File: src/rtl/uart_pkg.sv
// Shared types and constants for the UART transmit path.
// Latency: n/a (declarations only).
// Backpressure: n/a. Optional parity state is enabled by UART_TX_PARITY_EN.
package uart_pkg;

    localparam int OVERSAMPLE      = 16;
    localparam int DEFAULT_DBIT    = 8;
    localparam int DEFAULT_SB_TICK = 16;
    localparam int DEFAULT_DVSR_W  = 11;

    typedef enum logic [2:0] {
        IDLE   = 3'd0,
        START  = 3'd1,
        DATA   = 3'd2,
`ifdef UART_TX_PARITY_EN
        PARITY = 3'd3,
`endif
        STOP   = 3'd4
    } uart_tx_state_t;

endpackage

File: src/rtl/uart_baud_gen.sv
// Oversample tick generator: one s_tick every dvsr+1 cycles, restartable via clr.
// Latency: s_tick is combinational from the counter; clr takes effect on the next edge.
// Backpressure: none; a lowered dvsr fires at once through the >= compare.
module uart_baud_gen
    import uart_pkg::*;
#(
    parameter int DVSR_W = DEFAULT_DVSR_W
) (
    input  logic              clk,
    input  logic              reset_n,
    input  logic              clr,
    input  logic [DVSR_W-1:0] dvsr,
    output logic              s_tick
);

    logic [DVSR_W-1:0] cnt;

    // Using >= rather than == keeps a mid-count decrease of dvsr from overshooting.
    assign s_tick = (cnt >= dvsr);

    // Free-running divisor counter, held at zero while clr is asserted.
    always_ff @(posedge clk or negedge reset_n) begin
        if (!reset_n) begin
            cnt <= '0;
        end else if (clr || s_tick) begin
            cnt <= '0;
        end else begin
            cnt <= cnt + 1'b1;
        end
    end

endmodule

File: src/rtl/uart_tx_fifo_drain.sv
// UART transmitter that pops words from a TX FIFO and serialises start/data/(parity)/stop.
// Latency: tx falls on the edge ending the fifo_rd cycle; frames are separated by 1 idle cycle.
// Backpressure: pops only when idle and fifo_empty=0; parity bit present with UART_TX_PARITY_EN.
module uart_tx_fifo_drain
    import uart_pkg::*;
#(
    parameter int DBIT    = DEFAULT_DBIT,
    parameter int SB_TICK = DEFAULT_SB_TICK,
    parameter int DVSR_W  = DEFAULT_DVSR_W
) (
    input  logic              clk,
    input  logic              reset_n,
    input  logic [DVSR_W-1:0] dvsr,
    input  logic              fifo_empty,
    input  logic [DBIT-1:0]   fifo_rdata,
    output logic              fifo_rd,
    output logic              tx,
    output logic              busy,
    output logic              tx_done_tick
);

    localparam int S_W = (SB_TICK > OVERSAMPLE) ? $clog2(SB_TICK) : $clog2(OVERSAMPLE);
    localparam int N_W = (DBIT > 1) ? $clog2(DBIT) : 1;
    localparam logic [S_W-1:0] S_BIT_LAST  = S_W'(OVERSAMPLE - 1);
    localparam logic [S_W-1:0] S_STOP_LAST = S_W'(SB_TICK - 1);
    localparam logic [N_W-1:0] N_LAST      = N_W'(DBIT - 1);

    uart_tx_state_t  state_q, state_d;
    logic [S_W-1:0]  s_q, s_d;
    logic [N_W-1:0]  n_q, n_d;
    logic [DBIT-1:0] b_q, b_d;
    logic            tx_q, tx_d;
    logic            pop;
    logic            done;
    logic            s_tick;
`ifdef UART_TX_PARITY_EN
    logic            par_q, par_d;
`endif

    // Baud counter sits at zero while idle so every frame starts phase-aligned.
    uart_baud_gen #(
        .DVSR_W (DVSR_W)
    ) u_baud_gen (
        .clk     (clk),
        .reset_n (reset_n),
        .clr     (state_q == IDLE),
        .dvsr    (dvsr),
        .s_tick  (s_tick)
    );

    // Frame state, counters, shift register and the registered line level.
    always_ff @(posedge clk or negedge reset_n) begin
        if (!reset_n) begin
            state_q <= IDLE;
            s_q     <= '0;
            n_q     <= '0;
            b_q     <= '0;
            tx_q    <= 1'b1;
`ifdef UART_TX_PARITY_EN
            par_q   <= 1'b0;
`endif
        end else begin
            state_q <= state_d;
            s_q     <= s_d;
            n_q     <= n_d;
            b_q     <= b_d;
            tx_q    <= tx_d;
`ifdef UART_TX_PARITY_EN
            par_q   <= par_d;
`endif
        end
    end

    // Next-state logic; tx_d carries the level of the state being entered.
    always_comb begin
        state_d = state_q;
        s_d     = s_q;
        n_d     = n_q;
        b_d     = b_q;
        tx_d    = tx_q;
        pop     = 1'b0;
        done    = 1'b0;
`ifdef UART_TX_PARITY_EN
        par_d   = par_q;
`endif
        case (state_q)
            IDLE: begin
                tx_d = 1'b1;
                if (!fifo_empty) begin
                    pop     = 1'b1;
                    b_d     = fifo_rdata;
                    s_d     = '0;
                    n_d     = '0;
                    tx_d    = 1'b0;
                    state_d = START;
`ifdef UART_TX_PARITY_EN
                    par_d   = ^fifo_rdata;
`endif
                end
            end
            START: begin
                if (s_tick) begin
                    if (s_q == S_BIT_LAST) begin
                        s_d     = '0;
                        tx_d    = b_q[0];
                        state_d = DATA;
                    end else begin
                        s_d = s_q + 1'b1;
                    end
                end
            end
            DATA: begin
                if (s_tick) begin
                    if (s_q == S_BIT_LAST) begin
                        s_d = '0;
                        b_d = b_q >> 1;
                        if (n_q == N_LAST) begin
`ifdef UART_TX_PARITY_EN
                            tx_d    = par_q;
                            state_d = PARITY;
`else
                            tx_d    = 1'b1;
                            state_d = STOP;
`endif
                        end else begin
                            n_d  = n_q + 1'b1;
                            tx_d = b_d[0];
                        end
                    end else begin
                        s_d = s_q + 1'b1;
                    end
                end
            end
`ifdef UART_TX_PARITY_EN
            PARITY: begin
                if (s_tick) begin
                    if (s_q == S_BIT_LAST) begin
                        s_d     = '0;
                        tx_d    = 1'b1;
                        state_d = STOP;
                    end else begin
                        s_d = s_q + 1'b1;
                    end
                end
            end
`endif
            STOP: begin
                if (s_tick) begin
                    if (s_q == S_STOP_LAST) begin
                        done    = 1'b1;
                        tx_d    = 1'b1;
                        state_d = IDLE;
                    end else begin
                        s_d = s_q + 1'b1;
                    end
                end
            end
            default: begin
                tx_d    = 1'b1;
                state_d = IDLE;
            end
        endcase
    end

    assign fifo_rd      = pop & reset_n;
    assign tx           = tx_q;
    assign busy         = (state_q != IDLE);
    assign tx_done_tick = done;

endmodule
File: config.mk
export PLATFORM = sky130hd
export DESIGN_NAME = uart_tx_fifo_drain
export DESIGN_NICKNAME = d
export VERILOG_FILES = /design/src/rtl/uart_pkg.sv /design/src/rtl/uart_baud_gen.sv /design/src/rtl/uart_tx_fifo_drain.sv
export SDC_FILE = /design/constraint.sdc
export NUM_CORES = 1
export LEC_CHECK = 0
export BUFFER_PORTS_ARGS = -buffer_cell sky130_fd_sc_hd__buf_4
export CAP_MARGIN = 10
export CORE_ASPECT_RATIO = 1.25
export CORE_MARGIN = 2
export CORE_UTILIZATION = 45
export CTS_CLUSTER_SIZE = 20
export DETAILED_ROUTE_END_ITERATION = 6
export HOLD_SLACK_MARGIN = 0.15
export PLACE_DENSITY = 0.65
export SKIP_CTS_REPAIR_TIMING = 1
export SLEW_MARGIN = 20
export SYNTH_ARGS = -nofsm -noshare
export SYNTH_HDL_FRONTEND = slang
export SYNTH_SLANG_ARGS = --single-unit
File: constraint.sdc
create_clock -name clk -period 4.73 [get_ports clk]
set_input_delay 0 -clock clk [delete_from_list [all_inputs] [get_ports clk]]
set_output_delay 0 -clock clk [all_outputs]
set_load 0.005 [all_outputs]
==> impl_metrics.ini <==
[sta]
finalSetupViolCount = 0
rsz0062_at_grt = no
fin_tns_setup_ns = 0
fin_crit_ns = 2.30
relSlewSlack_pct = 71.7
finClkSkew_ns = 0.00290
drv_slew = 0
hold_viol = 0
tightestPinTransition_ns = 0.425
max_freq_ghz = 0.435
finalCritPeriodShare_pct = 48.6

[synth]
synth_top_family_by_area = simple AND/OR/NAND/NOR gates
synth_flop_cell = dfrtp_1
synthArstFlopShare_pct = 100
post_synth.cell_area_avg_um2 = 9.10
synth_xor_area_share_pct = 4.81
synth_compound_area_share_pct = 11.7
yosysSeqAreaShare_pct = 41.3
synth_cells = 200
synth-edff-count = 0
synth_warnings = 0
synth_mux_area_share_pct = 5.57
ys_seq_elements = 30
synth-simple-area-share_pct = 22.0
synthAdderAreaFrac_pct = 10.3
syn_area_um2 = 1820
synth_cell_types = 42
synth_nets = 237

[critical_path]
reg2reg_slack_ns = 2.43
rr_startpoint = u_baud_gen.cnt[8]
critPathLaunchType = flip-flop
path_class = flip-flop to flip-flop
required_ns = 4.89
regToRegEndpoint = b_q[6]
crit_end = b_q[6]
reg2regPathDepth = 7
endpoint_kind = flip-flop
critPathLaunch = u_baud_gen.cnt[8]
cp_max_fo = 8
worstPathArrival_ns = 2.46

[layout]
most-common-layout-cells = nand2_1 (35), dfrtp_1 (29), buf_4 (25)
utilization_pct = 58.3
area_delta_synth_final_pct = 22.4
final_common_cell = nand2_1
diodes = 0
fin_nets = 273
drive_above_1_share_pct = 19.9
finish.instance_area_um2 = 2230

[power]
leakage_uw = 0.00110
power_density_nw_per_um2 = 340
irDropWorstVdd_mv = 0.182

[global_routing]
antenna_found_initial = 0
grt_usage_pct = 19.2
grt_pass1_vias = 1485
grt_pass1_wl_mm = 6.52
grt_max_degree = 32
grt-ovfl-total = 0

[place]
placed_area_um2 = 2050
io_buffers = 25
dpl.hpwl_mm = 2.73
gp_congestion = 0.806

[detailed_routing]
drtIter0Drc = 51
vias = 1474
viasPerCell = 5.08
dr.pass1.iters = 4
drc = 0
wl_per_cell_um = 13.1
ant_nets = 0
routed_wl_mm = 3.81

[cts]
cts-root-buf = clkbuf_8
numCtsBuffers = 5
cts_tree = done
clkLatencyLatePin_ns = 0.28
htreeDepth = 2
clk_pin_slew_worst_paths_ns = 0.06
clock_path_buffers = 2
clock-sinks = 30

[floorplanning]
fp.dieW_um = 60.9
io_pins = 26
core-area_um2 = 3820
initial_core_util_pct = 47.7
die_h_um = 75.1
die-area_um2 = 4570
core.rowCount = 25

[worst_hold_path]
hold_path.class = input port to asynchronous set/reset pin

[outcome]
outcome = finished clean

[job]
cap_violations = 0
==> cells in the mapped netlist (4+ instances only) <==
library cell,number,area (um^2)
xor2_1,5,43.8
nor2_1,21,78.8
a22o_1,4,35.0
clkbuf_1,4,15.0
nand2_1,35,131
o21ai_0,11,55.1
dfrtp_1,29,726
a21oi_1,5,25.0
mux2_2,9,101
xnor2_1,5,43.8
nand3_1,9,45.0
ha_1,15,188
inv_1,13,48.8
==> cell families (layout without fill, tap and decap cells) <==
family / Yosys count / count (layout)
xor+xnor: 10 / 10
mux: 9 / 9
fa+ha+maj: 15 / 15
buf+inv: 20 / 56
simple gates: 84 / 84
compound gates: 32 / 32
flops: 30 / 30
==> layer usage <==
| metal | track usage (%) | vias up | wire (um) |
|---|---|---|---|
| met5 | 0 | - | 0 |
| met4 | 7.49 | 0 | 65 |
| li1 | - | 754 | - |
| met1 | 22.8 | 690 | 1710 |
| met2 | 33.9 | 26 | 1890 |
| met3 | 3.61 | 4 | 148 |
==> final cells by class <==
| type | count | area (um^2) |
|---|---|---|
| multi-input combinational | 150 | 990 |
| timing repair buffer | 35 | 288 |
| fill | 375 | 1590 |
| tap | 54 | 67.6 |
| clock buffer | 7 | 76.3 |
| sequential | 30 | 752 |
| inverter | 14 | 52.6 |
==> state kept, by name, indices dropped and copies added, names as in the netlist <==
register / cells
u_baud_gen.cnt: 11
b_q: 8
s_q: 4
n_q: 3
state_q: 3
tx: 1
==> stage by stage <==
stage               setup WS [ns]  total power (uW)  hold WS, ns  cells
floorplan                    2.70               498       -0.296    200
global placement             2.46               559      -0.0401    273
detailed placement           2.43               562      -0.0385    273
CTS                          2.41               758       -0.337    280
global route                 2.22               817        0.239    290
finish                       2.43               756        0.192    290
==> report_power, final <==
group,total [uW],internal [uW],switching (uW)
combinational,191,105,85.8
sequential,373,316,56.2
clock,193,101,91.8
total,756,523,234
==> worst min path at each step <==
stage	startpoint	to	slack, ns	cells after the start
floorplan	reset_n	b_q[0]	-0.30	0
global placement	reset_n	u_baud_gen.cnt[3]	-0.04	1
detailed placement	reset_n	u_baud_gen.cnt[0]	-0.04	1
CTS	reset_n	s_q[1]	-0.34	1
global route	reset_n	s_q[1]	0.24	2
finish	reset_n	u_baud_gen.cnt[3]	0.19	2
==> worst max-delay path, stage by stage, from the launching register on <==
cell and delay, ns:
dfrtp_1 0.42, ha_1 0.30, a21oi_1 0.13, nor2b_1 0.06
o21ai_1 0.15, nand4b_1 0.28, o21ai_2 0.46, mux2_2 0.39
(Power assumes the default switching activity.)
